[config.mk]
export PLATFORM = sky130hd
export DESIGN_NAME = mult_div_unit
export DESIGN_NICKNAME = d
export VERILOG_FILES = /design/src/rtl/mult_div_unit.sv
export SDC_FILE = /design/constraint.sdc
export NUM_CORES = 1
export LEC_CHECK = 0
export ABC_AREA = 1
export CORE_ASPECT_RATIO = 0.8
export CORE_MARGIN = 2
export CORE_UTILIZATION = 50
export CTS_BUF_LIST = sky130_fd_sc_hd__clkbuf_8
export DETAILED_ROUTE_END_ITERATION = 6
export PLACE_DENSITY = 0.7
export SLEW_MARGIN = 0
export SYNTH_ARGS = -nofsm -noshare
export SYNTH_HDL_FRONTEND = slang
export SYNTH_SLANG_ARGS = --single-unit
[constraint.sdc]
create_clock -name CLK -period 4.4 [get_ports CLK]
set_input_delay 1.1 -clock CLK [delete_from_list [all_inputs] [get_ports CLK]]
set_output_delay 1.1 -clock CLK [all_outputs]
set_load 0.02 [all_outputs]
[src/rtl/mult_div_unit.sv]
// Iterative multiply/divide execute stage: M-step shift-add multiply or restoring
// divide on operand magnitudes, followed by a sign fix-up and a one-cycle DONE.
module mult_div_unit #(
  parameter int M = 32
) (
  input  logic         CLK,
  input  logic         RST_N,
  input  logic         START,
  input  logic [1:0]   OP,
  input  logic [M-1:0] A,
  input  logic [M-1:0] B,
  output logic         BUSY,
  output logic         DONE,
  output logic [M-1:0] HI,
  output logic [M-1:0] LO,
  output logic         DIVZ
);

  localparam int CW = $clog2(M);
  localparam int W2 = 2 * M;

  typedef enum logic [1:0] {
    S_IDLE,
    S_CALC,
    S_FIX,
    S_FIN
  } state_e;

  // Magnitude of a two's-complement value; MIN_INT maps to unsigned 2^(M-1).
  function automatic logic [M-1:0] magnitude(input logic signed [M-1:0] v,
                                             input logic use_sign);
    if (use_sign && v[M-1]) return ~v + M'(1);
    return v;
  endfunction

  function automatic logic [M-1:0] cond_neg(input logic [M-1:0] v, input logic neg);
    return neg ? (~v + M'(1)) : v;
  endfunction

  function automatic logic [W2-1:0] cond_neg_w(input logic [W2-1:0] v, input logic neg);
    return neg ? (~v + W2'(1)) : v;
  endfunction

  state_e          state_q, state_d;
  logic [CW-1:0]   cnt_q, cnt_d;
  logic [W2-1:0]   acc_q, acc_d;
  logic [M-1:0]    ma_q, ma_d;
  logic [M-1:0]    mb_q, mb_d;
  logic            is_div_q, is_div_d;
  logic            neg_res_q, neg_res_d;
  logic            sign_a_q, sign_a_d;
  logic            divz_q, divz_d;
  logic [M-1:0]    hi_q, hi_d;
  logic [M-1:0]    lo_q, lo_d;
  logic            divz_o_q, divz_o_d;

  logic            op_signed;
  logic [M-1:0]    a_mag, b_mag;
  logic [M:0]      add_sum;
  logic [W2-1:0]   mul_step;
  logic [M:0]      div_shift;
  logic [M+1:0]    div_diff;
  logic [W2-1:0]   div_step;
  logic [W2-1:0]   prod_fix;
  logic [M-1:0]    fix_hi, fix_lo;

  assign op_signed = ~OP[0];
  assign a_mag     = magnitude(A, op_signed);
  assign b_mag     = magnitude(B, op_signed);

  // Multiply: acc = {partial product, remaining multiplier bits}; add then shift right.
  assign add_sum  = {1'b0, acc_q[W2-1:M]} + (acc_q[0] ? {1'b0, ma_q} : {(M+1){1'b0}});
  assign mul_step = {add_sum, acc_q[M-1:1]};

  // Divide: acc = {partial remainder, dividend/quotient}; shift left, trial subtract.
  assign div_shift = {acc_q[W2-1:M], acc_q[M-1]};
  assign div_diff  = {1'b0, div_shift} - {2'b00, mb_q};
  assign div_step  = div_diff[M+1] ? {div_shift[M-1:0], acc_q[M-2:0], 1'b0}
                                   : {div_diff[M-1:0],  acc_q[M-2:0], 1'b1};

  // Sign fix-up; remainder follows the dividend, which for B==0 reproduces A exactly.
  assign prod_fix = cond_neg_w(acc_q, neg_res_q);

  always_comb begin
    fix_hi = prod_fix[W2-1:M];
    fix_lo = prod_fix[M-1:0];
    if (is_div_q) begin
      fix_hi = cond_neg(acc_q[W2-1:M], sign_a_q);
      fix_lo = divz_q ? {M{1'b1}} : cond_neg(acc_q[M-1:0], neg_res_q);
    end
  end

  always_comb begin
    state_d   = state_q;
    cnt_d     = cnt_q;
    acc_d     = acc_q;
    ma_d      = ma_q;
    mb_d      = mb_q;
    is_div_d  = is_div_q;
    neg_res_d = neg_res_q;
    sign_a_d  = sign_a_q;
    divz_d    = divz_q;
    hi_d      = hi_q;
    lo_d      = lo_q;
    divz_o_d  = divz_o_q;
    case (state_q)
      S_IDLE: begin
        if (START) begin
          is_div_d  = OP[1];
          ma_d      = a_mag;
          mb_d      = b_mag;
          sign_a_d  = op_signed & A[M-1];
          neg_res_d = op_signed & (A[M-1] ^ B[M-1]);
          divz_d    = OP[1] & (B == '0);
          acc_d     = OP[1] ? {{M{1'b0}}, a_mag} : {{M{1'b0}}, b_mag};
          cnt_d     = '0;
          state_d   = S_CALC;
        end
      end
      S_CALC: begin
        acc_d = is_div_q ? div_step : mul_step;
        cnt_d = cnt_q + CW'(1);
        if (cnt_q == CW'(M - 1)) state_d = S_FIX;
      end
      S_FIX: begin
        hi_d     = fix_hi;
        lo_d     = fix_lo;
        divz_o_d = is_div_q & divz_q;
        state_d  = S_FIN;
      end
      S_FIN: begin
        state_d = S_IDLE;
      end
      default: begin
        state_d = S_IDLE;
      end
    endcase
  end

  always_ff @(posedge CLK) begin
    if (!RST_N) begin
      state_q   <= S_IDLE;
      cnt_q     <= '0;
      acc_q     <= '0;
      ma_q      <= '0;
      mb_q      <= '0;
      is_div_q  <= 1'b0;
      neg_res_q <= 1'b0;
      sign_a_q  <= 1'b0;
      divz_q    <= 1'b0;
      hi_q      <= '0;
      lo_q      <= '0;
      divz_o_q  <= 1'b0;
    end else begin
      state_q   <= state_d;
      cnt_q     <= cnt_d;
      acc_q     <= acc_d;
      ma_q      <= ma_d;
      mb_q      <= mb_d;
      is_div_q  <= is_div_d;
      neg_res_q <= neg_res_d;
      sign_a_q  <= sign_a_d;
      divz_q    <= divz_d;
      hi_q      <= hi_d;
      lo_q      <= lo_d;
      divz_o_q  <= divz_o_d;
    end
  end

  assign BUSY = (state_q != S_IDLE);
  assign DONE = (state_q == S_FIN);
  assign HI   = hi_q;
  assign LO   = lo_q;
  assign DIVZ = divz_o_q;

endmodule
==> results of run 1 <==
-- area by class of cell --
| class | instances | share of cell area |
|---|---|---|
| repair buffers | 165 | 0.07539 |
| well taps | 487 | 0.02900 |
| inverters | 521 | 0.09308 |
| flip-flops and latches | 204 | 0.1945 |
| multi-input cells | 2426 | 0.5711 |
| clock inverters | 20 | 0.008754 |
| clock buffers | 43 | 0.02817 |
-- through the flow --
step	worst slack, ps	power, mW	hold WS [ps]
3_5_place_dp	981.0	9.986	466.4
3_3_place_gp	996.7	9.892	458.3
2_1_floorplan	1827	7.690	445.6
4_1_cts	1195	11.98	474.8
5_1_grt	888.5	13.02	495.4
6_report	1007	12.17	471.7
-- per-layer routing --
| metal | global-route usage | vias to the layer above |
|---|---|---|
| met5 | 0 | - |
| li1 | - | 10694 |
| met3 | 0.1090 | 159 |
| met4 | 0.1391 | 2 |
| met1 | 0.5199 | 10087 |
| met2 | 0.5599 | 1182 |
-- synthesized netlist by cell type (all sizes together), types with 9 or more instances --
library cell | instances | share of area
a21oi | 220 | 0.060
a31oi | 31 | 0.010
buf | 25 | 0.0080
clkbuf | 101 | 0.020
dfxtp | 204 | 0.22
ha | 74 | 0.050
inv | 519 | 0.10
nand2 | 873 | 0.18
nand3 | 294 | 0.080
nand3b | 9 | 0.0038
nand4 | 53 | 0.018
nor2 | 383 | 0.082
nor3 | 45 | 0.014
o211ai | 45 | 0.019
o21ai | 260 | 0.070
o21bai | 13 | 0.0053
o221ai | 9 | 0.0042
or2 | 17 | 0.0057
xnor2 | 15 | 0.0071
xor2 | 54 | 0.025
-- power by group --
group | total (mW) | switching, mW | internal [mW]
registers | 2.96 | 0.568 | 2.39
clock network | 1.98 | 0.908 | 1.07
logic | 7.23 | 4.97 | 2.25
total | 12.2 | 6.45 | 5.72
-- cells in the final DEF (no fill, tap or decap), types with 8 or more instances in the layout --
cell type        Yosys  routed
a21oi_1            218     218
a31oi_1             31      31
buf_4                1      29
clkbuf_8             0      43
clkdlybuf4s50_1      0     134
dfxtp_1            204     202
ha_1                74      73
inv_1              509     520
inv_2               10      11
nand2_1            863     863
nand2_2              8       8
nand3_1            290     290
nand3b_1             8       8
nand4_1             53      53
nor2_1             368     368
nor2_2               9       9
nor3_1              41      41
o211ai_1            43      43
o21ai_0            256     255
o21bai_1            13      13
o221ai_1             9       9
or2_2               16      16
xnor2_1             15      15
xor2_1              54      54
-- cell families after synthesis --
logic type | count (synthesis)
buffers and inverters | 647
flip-flops | 204
multiplexers | 1
AND/OR/NAND/NOR | 1684
AO/OA/AOI/OAI | 596
adder cells (fa/ha/maj) | 76
XOR/XNOR | 69
-- worst reg2reg max path, stage by stage (launching register included) --
cell,delay (ps)
dfxtp_1,830
ha_1,400
inv_1,120
o21bai_1,110
o21ai_0,180
nand3_1,130
nor2_4,400
nand2_4,410
inv_2,370
nand2_1,80
nand3_1,80
nand2_1,60
a21oi_1,150
-- state kept, by name (all words and copies together) (netlist names) --
signal,cells
acc_q,64
HI,32
LO,32
ma_q,32
mb_q,32
cnt_q,5
state_q,2
DIVZ,1
divz_q,1
is_div_q,1
neg_res_q,1
sign_a_q,1
-- final timing paths --
path | endpoint | start | depth (start not counted)
worst min register to register | cnt_q[4]$_SDFFE_PN0P_ | cnt_q[4]$_SDFFE_PN0P_ | 2
worst max-delay path | acc_q[53]$_SDFFE_PN0P_ | acc_q[59]$_SDFFE_PN0P_ | 12
worst max register to register | acc_q[53]$_SDFFE_PN0P_ | acc_q[59]$_SDFFE_PN0P_ | 12
worst min-delay path | cnt_q[4]$_SDFFE_PN0P_ | cnt_q[4]$_SDFFE_PN0P_ | 2
==> metrics.txt, run 1 <==
share of synthesized flip-flops with an asynchronous set or reset 0; Hold-fix buffers, CTS 0; maximum vdd drop 0.4173 mV; setup slack of the most critical reg-to-reg path about 1000 ps; length of routed met3 wiring 9.235 mm; overflow left after global routing 0; Met2 Routed Length 31.60 mm; share of post-route cells with drive strength above 1 0.04498; signal arrival time at the worst endpoint 3900 ps; clock tree root driver cell clkbuf_8; register area share after synthesis 0.2200; sequential cell area in the final layout 4086 um^2; share of synthesized area spent on multiplexers 0.0005393; syn nets 3422; number of enable-type register cells in the synthesized netlist 0; Synth Warn # 0; Leakage Power 10.73 nW; top fanout value on the critical path 38; Critical Path Slowest Stage Cell dfxtp_1; routability cong. 1.007; xor and xnor fraction of the mapped netlist area 0.03256; overall routed net length ~76 mm; pin count of the biggest net entering global routing 106; top flip-flop cell by instance count after synthesis dfxtp_1; startpoint kind of the worst setup timing path flop; mapped cell area 18560 um^2; DP HPWL between 50 and 60 mm; post-CTS setup buffer count 0; post-synthesis instance total between 3000 and 4000; violated checks design-rule violations; number of DRC markers after the initial detailed-route iteration 2690; delay contributed by the slowest stage of the critical path ~830 ps; sum of routed wire segments on met1 32.27 mm; Boundary Pins 136; # H-tree levels 2; Antenna diodes 0; relative slew slack 0.2430; standard-cell row count 63; top metal layer carrying routed signals met5; DR DRC count 2; hold violation count in the final report 0; outcome finished with violations; placed cell areas 20230 um^2; sinks on the clock net about 200; number of vias per cell after detailed routing 5.723; number of placed instances, taps included 3803; RSZ-0062 raised after global routing no; placeable core region 36810 um^2; die area between 30000 and 40000 um^2; first-pass GRT wire length 112.6 mm; number of buffer and inverter stages on the critical path 2; timing-limited maximum frequency 0.2947 GHz; min Tclk post-route 3393 ps; Distinct cells, synth 54; number of nets in the layout 3500; Final Cell Area 21010 um^2; final-report max-slew violation count 0; post-detailed-route wirelength per cell 19.62 um; max_cap viols 0; utilization of the core after routing 0.5707; Setup violations, final 0; number of CTS-inserted buffers 37; final worst path period share 0.7712; final non-filler cell total 3866; total track usage 0.3785; post_cts resized 0; Buffers on Ports between 100 and 150; chip width 219.4 um; crit path capture type flop; area of the multi-input gates 12000 um^2; compound-gate portion of the synthesized area 0.1762; clock latency on the worst-skew pair 610 ps; Crit path required time 4900 ps; detailed-router iteration count before antenna repair 7; CTS tree built; buffer levels on the longest clock path 3; number of global-route vias before repair 19667; Antenna Nets Post-Route 0; fillcell total ~3800; type of the tightest min-delay check reg2reg; adder and majority gate portion of the synthesized area 0.05204; Cell Chain, Critical Path ha_1, inv_1, o21bai_1, o21ai_0, nand3_1, nor2_4, nand2_4, inv_2, nand2_1, nand3_1, nand2_1, a21oi_1; power density over the cells 579.4 nW/um^2; worst-margin pin slew around 1100 ps; number of antenna violations at the first check in global routing 1; area growth from synthesis to final layout 13.20%; number of synthesized register bits 204; main combinational cell family by area after synthesis simple AND/OR/NAND/NOR gates; Clk pin slew, worst setup/hold paths ~70 ps; die height 176.3 um; final setup TNS 0 ps; overall via count from detail_route 22124; simple logic cell fraction of the synthesized area 0.3848; final worst clock skew 30.23 ps; Avg Inst Size Synth around 5.7 um^2; Setup CP Type reg2reg; cell family with the largest share of critical-path delay simple AND/OR/NAND/NOR gates; starting density of the core 0.5042
(Power assumes the default switching activity.)
==> run 2, diff against run 1 <==
--- a/config.mk
+++ b/config.mk
@@ -11,7 +11,7 @@
 export CORE_UTILIZATION = 50
 export CTS_BUF_LIST = sky130_fd_sc_hd__clkbuf_8
 export DETAILED_ROUTE_END_ITERATION = 6
-export PLACE_DENSITY = 0.7
+export PLACE_DENSITY = 0.72
 export SLEW_MARGIN = 0
 export SYNTH_ARGS = -nofsm -noshare
 export SYNTH_HDL_FRONTEND = slang
==> constraint.sdc (replaced) <==
create_clock -name CLK -period 2.9 [get_ports CLK]
set_input_delay 0.725 -clock CLK [delete_from_list [all_inputs] [get_ports CLK]]
set_output_delay 0.725 -clock CLK [all_outputs]
set_load 0.02 [all_outputs]
==> metrics.txt, run 2 (same netlist as run 1, synthesis figures left out) <==
final worst path period share 0.9654; detailed-router iteration count before antenna repair 7 (unchanged); Largest Register acc_q; overall via count from detail_route 22555 (+1.9%); share of post-route cells with drive strength above 1 0.07666 (+0.03167); crit path capture type output pin; R2R depth 17 (+5); grt met1 use 0.5506 (+0.03078); total track usage 0.3933 (+0.01475); power density over the cells 870.2 nW/um^2 (+50%); hold violation count in the final report 0 (unchanged); starting density of the core 0.5042 (unchanged); number of nets in the layout 3602 (+2.9%); Setup violations, final 0 (unchanged); Total Power Consumption 19.05 mW (+56%); setup ws final 100.3 ps (-906.6 ps); fillcell total 3753 (-1.3%); number of antenna violations at the first check in global routing 1 (unchanged); Boundary Pins 136 (unchanged); top fanout value on the critical path 4 (-89%); max FFs per register 64 (unchanged); worst-margin pin slew 704.9 ps (-429.3 ps); Psw 10.09 mW (+56%); max_cap viols 0 (unchanged); number of placed instances, taps included 3904 (+2.7%); leading cell type in the layout, fill and taps excluded nand2_1; combinational power share 0.616 (+0.022); number of vias per cell after detailed routing 5.681 (-0.72%); chip width 219.4 um (unchanged); min Tclk post-route 2800 ps; Clk pin slew, worst setup/hold paths 70 ps (about the same); area of the multi-input gates 12040 um^2 (+0.33%); Antenna diodes 0 (unchanged); timing-limited maximum frequency about 0.36 GHz; pre-CTS setup slack -89.64 ps (-1071 ps); Setup CP Type reg2out; final-report max-slew violation count 0 (unchanged); DR DRC count 1 (-1); area growth from synthesis to final layout 17.92%; violated checks design-rule violations; clock tree root driver cell clkbuf_8; relative slew slack 0.5251 (+0.2821); commonest cells after routing, fill and taps aside nand2_1 (860), inv_1 (520), nor2_1 (366); CTS tree built; clock latency on the worst-skew pair 610 ps (about the same); standard-cell row count 63 (unchanged); sequential fraction of design power 0.229 (-0.014); Final Cell Area 21890 um^2 (+4.2%); met3 Use GR 0.1116 (+0.002584); placeable core region 36810 um^2 (unchanged); buffer levels on the longest clock path 3 (unchanged); post-detailed-route wirelength per cell 19.59 um (-0.15%); die area 38690 um^2 (unchanged); routability cong. 1.024 (+1.7%); Hold-fix buffers, CTS 0 (unchanged); number of global-route vias before repair 20211 (+2.8%); maximum vdd drop 0.5931 mV (+42%); Buffers on Ports 135 (unchanged); final setup TNS 0 ps (unchanged); Final Hold Slack 490.4 ps (+18.68 ps); signal arrival time at the worst endpoint 2070 ps (-1830 ps); Leakage Power 11.27 nW (+5.0%); number of CTS-inserted buffers 38 (+2.7%); DP HPWL 62.47 mm (+5.3%); cell-internal power 8.959 mW (+57%); utilization of the core after routing 0.5946 (+0.02383); placed cell areas 21080 um^2 (+4.2%); die height 176.3 um (unchanged); first-pass GRT wire length 116.7 mm (+3.7%); Antenna Nets Post-Route 0 (unchanged); fraction of power spent switching nets 0.5296 (about the same); # H-tree levels 2 (unchanged); overall routed net length 77.77 mm (+2.5%); pin count of the biggest net entering global routing 109 (+2.8%); Top Usage Layer GRT met2; portion of total power attributed to the clock network 0.155 (-0.008); type of the tightest min-delay check reg2reg; Crit path required time 2170 ps (-2730 ps); number of cells on the worst hold path 2 (unchanged); startpoint kind of the worst setup timing path flop; met2 Track Usage GR 0.5616 (+0.001709); final worst clock skew 49.20 ps (+18.97 ps); final non-filler cell total 3970 (+2.7%); number of DRC markers after the initial detailed-route iteration 2792 (+3.8%); outcome finished with violations; sequential cell area in the final layout 4088 um^2 (about the same); overflow left after global routing 0 (unchanged); sinks on the clock net 204 (unchanged)
[run 2: cell count changes in the layout (fill, tap and decap cells not counted), sizes merged]
cell,previous run,this run
inv,533,534
bufinv,3,2
buf,31,132
clkinv,4,7
[run 2: timing repair]
item	CTS	global route
buffers inserted	0	0
setup endpoints to repair	0	17
gates resized for setup	0	14
[run 2: final timing paths]
check,startpoint,to,slack (ps)
max,state_q[0]$_SDFFE_PN0P_,BUSY,100
min,LO[25]$_SDFFE_PN0P_,LO[25]$_SDFFE_PN0P_,490
max reg2reg,acc_q[0]$_SDFFE_PN0P_,acc_q[53]$_SDFFE_PN0P_,180
min reg2reg,LO[25]$_SDFFE_PN0P_,LO[25]$_SDFFE_PN0P_,490
[run 2: routing by layer]
metal | wire [um] | share of wire
met1 | 33540 | 0.43
met2 | 31350 | 0.40
met3 | 9489 | 0.12
met4 | 3393 | 0.044
met5 | 0 | 0
[run 2: critical path, stage by stage (launching register included)]
cell             delay [ps]
dfxtp_1                 370
inv_1                   100
ha_1                    260
inv_1                   120
clkdlybuf4s50_1         620
[run 2: cell type report]
| class | instances | area share |
|---|---|---|
| clock inverter | 23 | 0.007775 |
| tap | 487 | 0.02784 |
| sequential | 204 | 0.1868 |
| multi-input combinational | 2426 | 0.5500 |
| timing repair buffer | 266 | 0.1112 |
| clock buffer | 43 | 0.02704 |
| inverter | 521 | 0.08935 |
[run 2: power groups by stage]
stage | clock network (mW) | registers (mW) | logic [mW]
6_report | 2.95 | 4.35 | 11.7
5_1_grt | 3.08 | 4.41 | 12.8
4_1_cts | 2.96 | 4.31 | 11.4
3_5_place_dp | 0 | 4.36 | 11.3
3_3_place_gp | 0 | 4.34 | 11.2
2_1_floorplan | 0 | 4.51 | 7.15
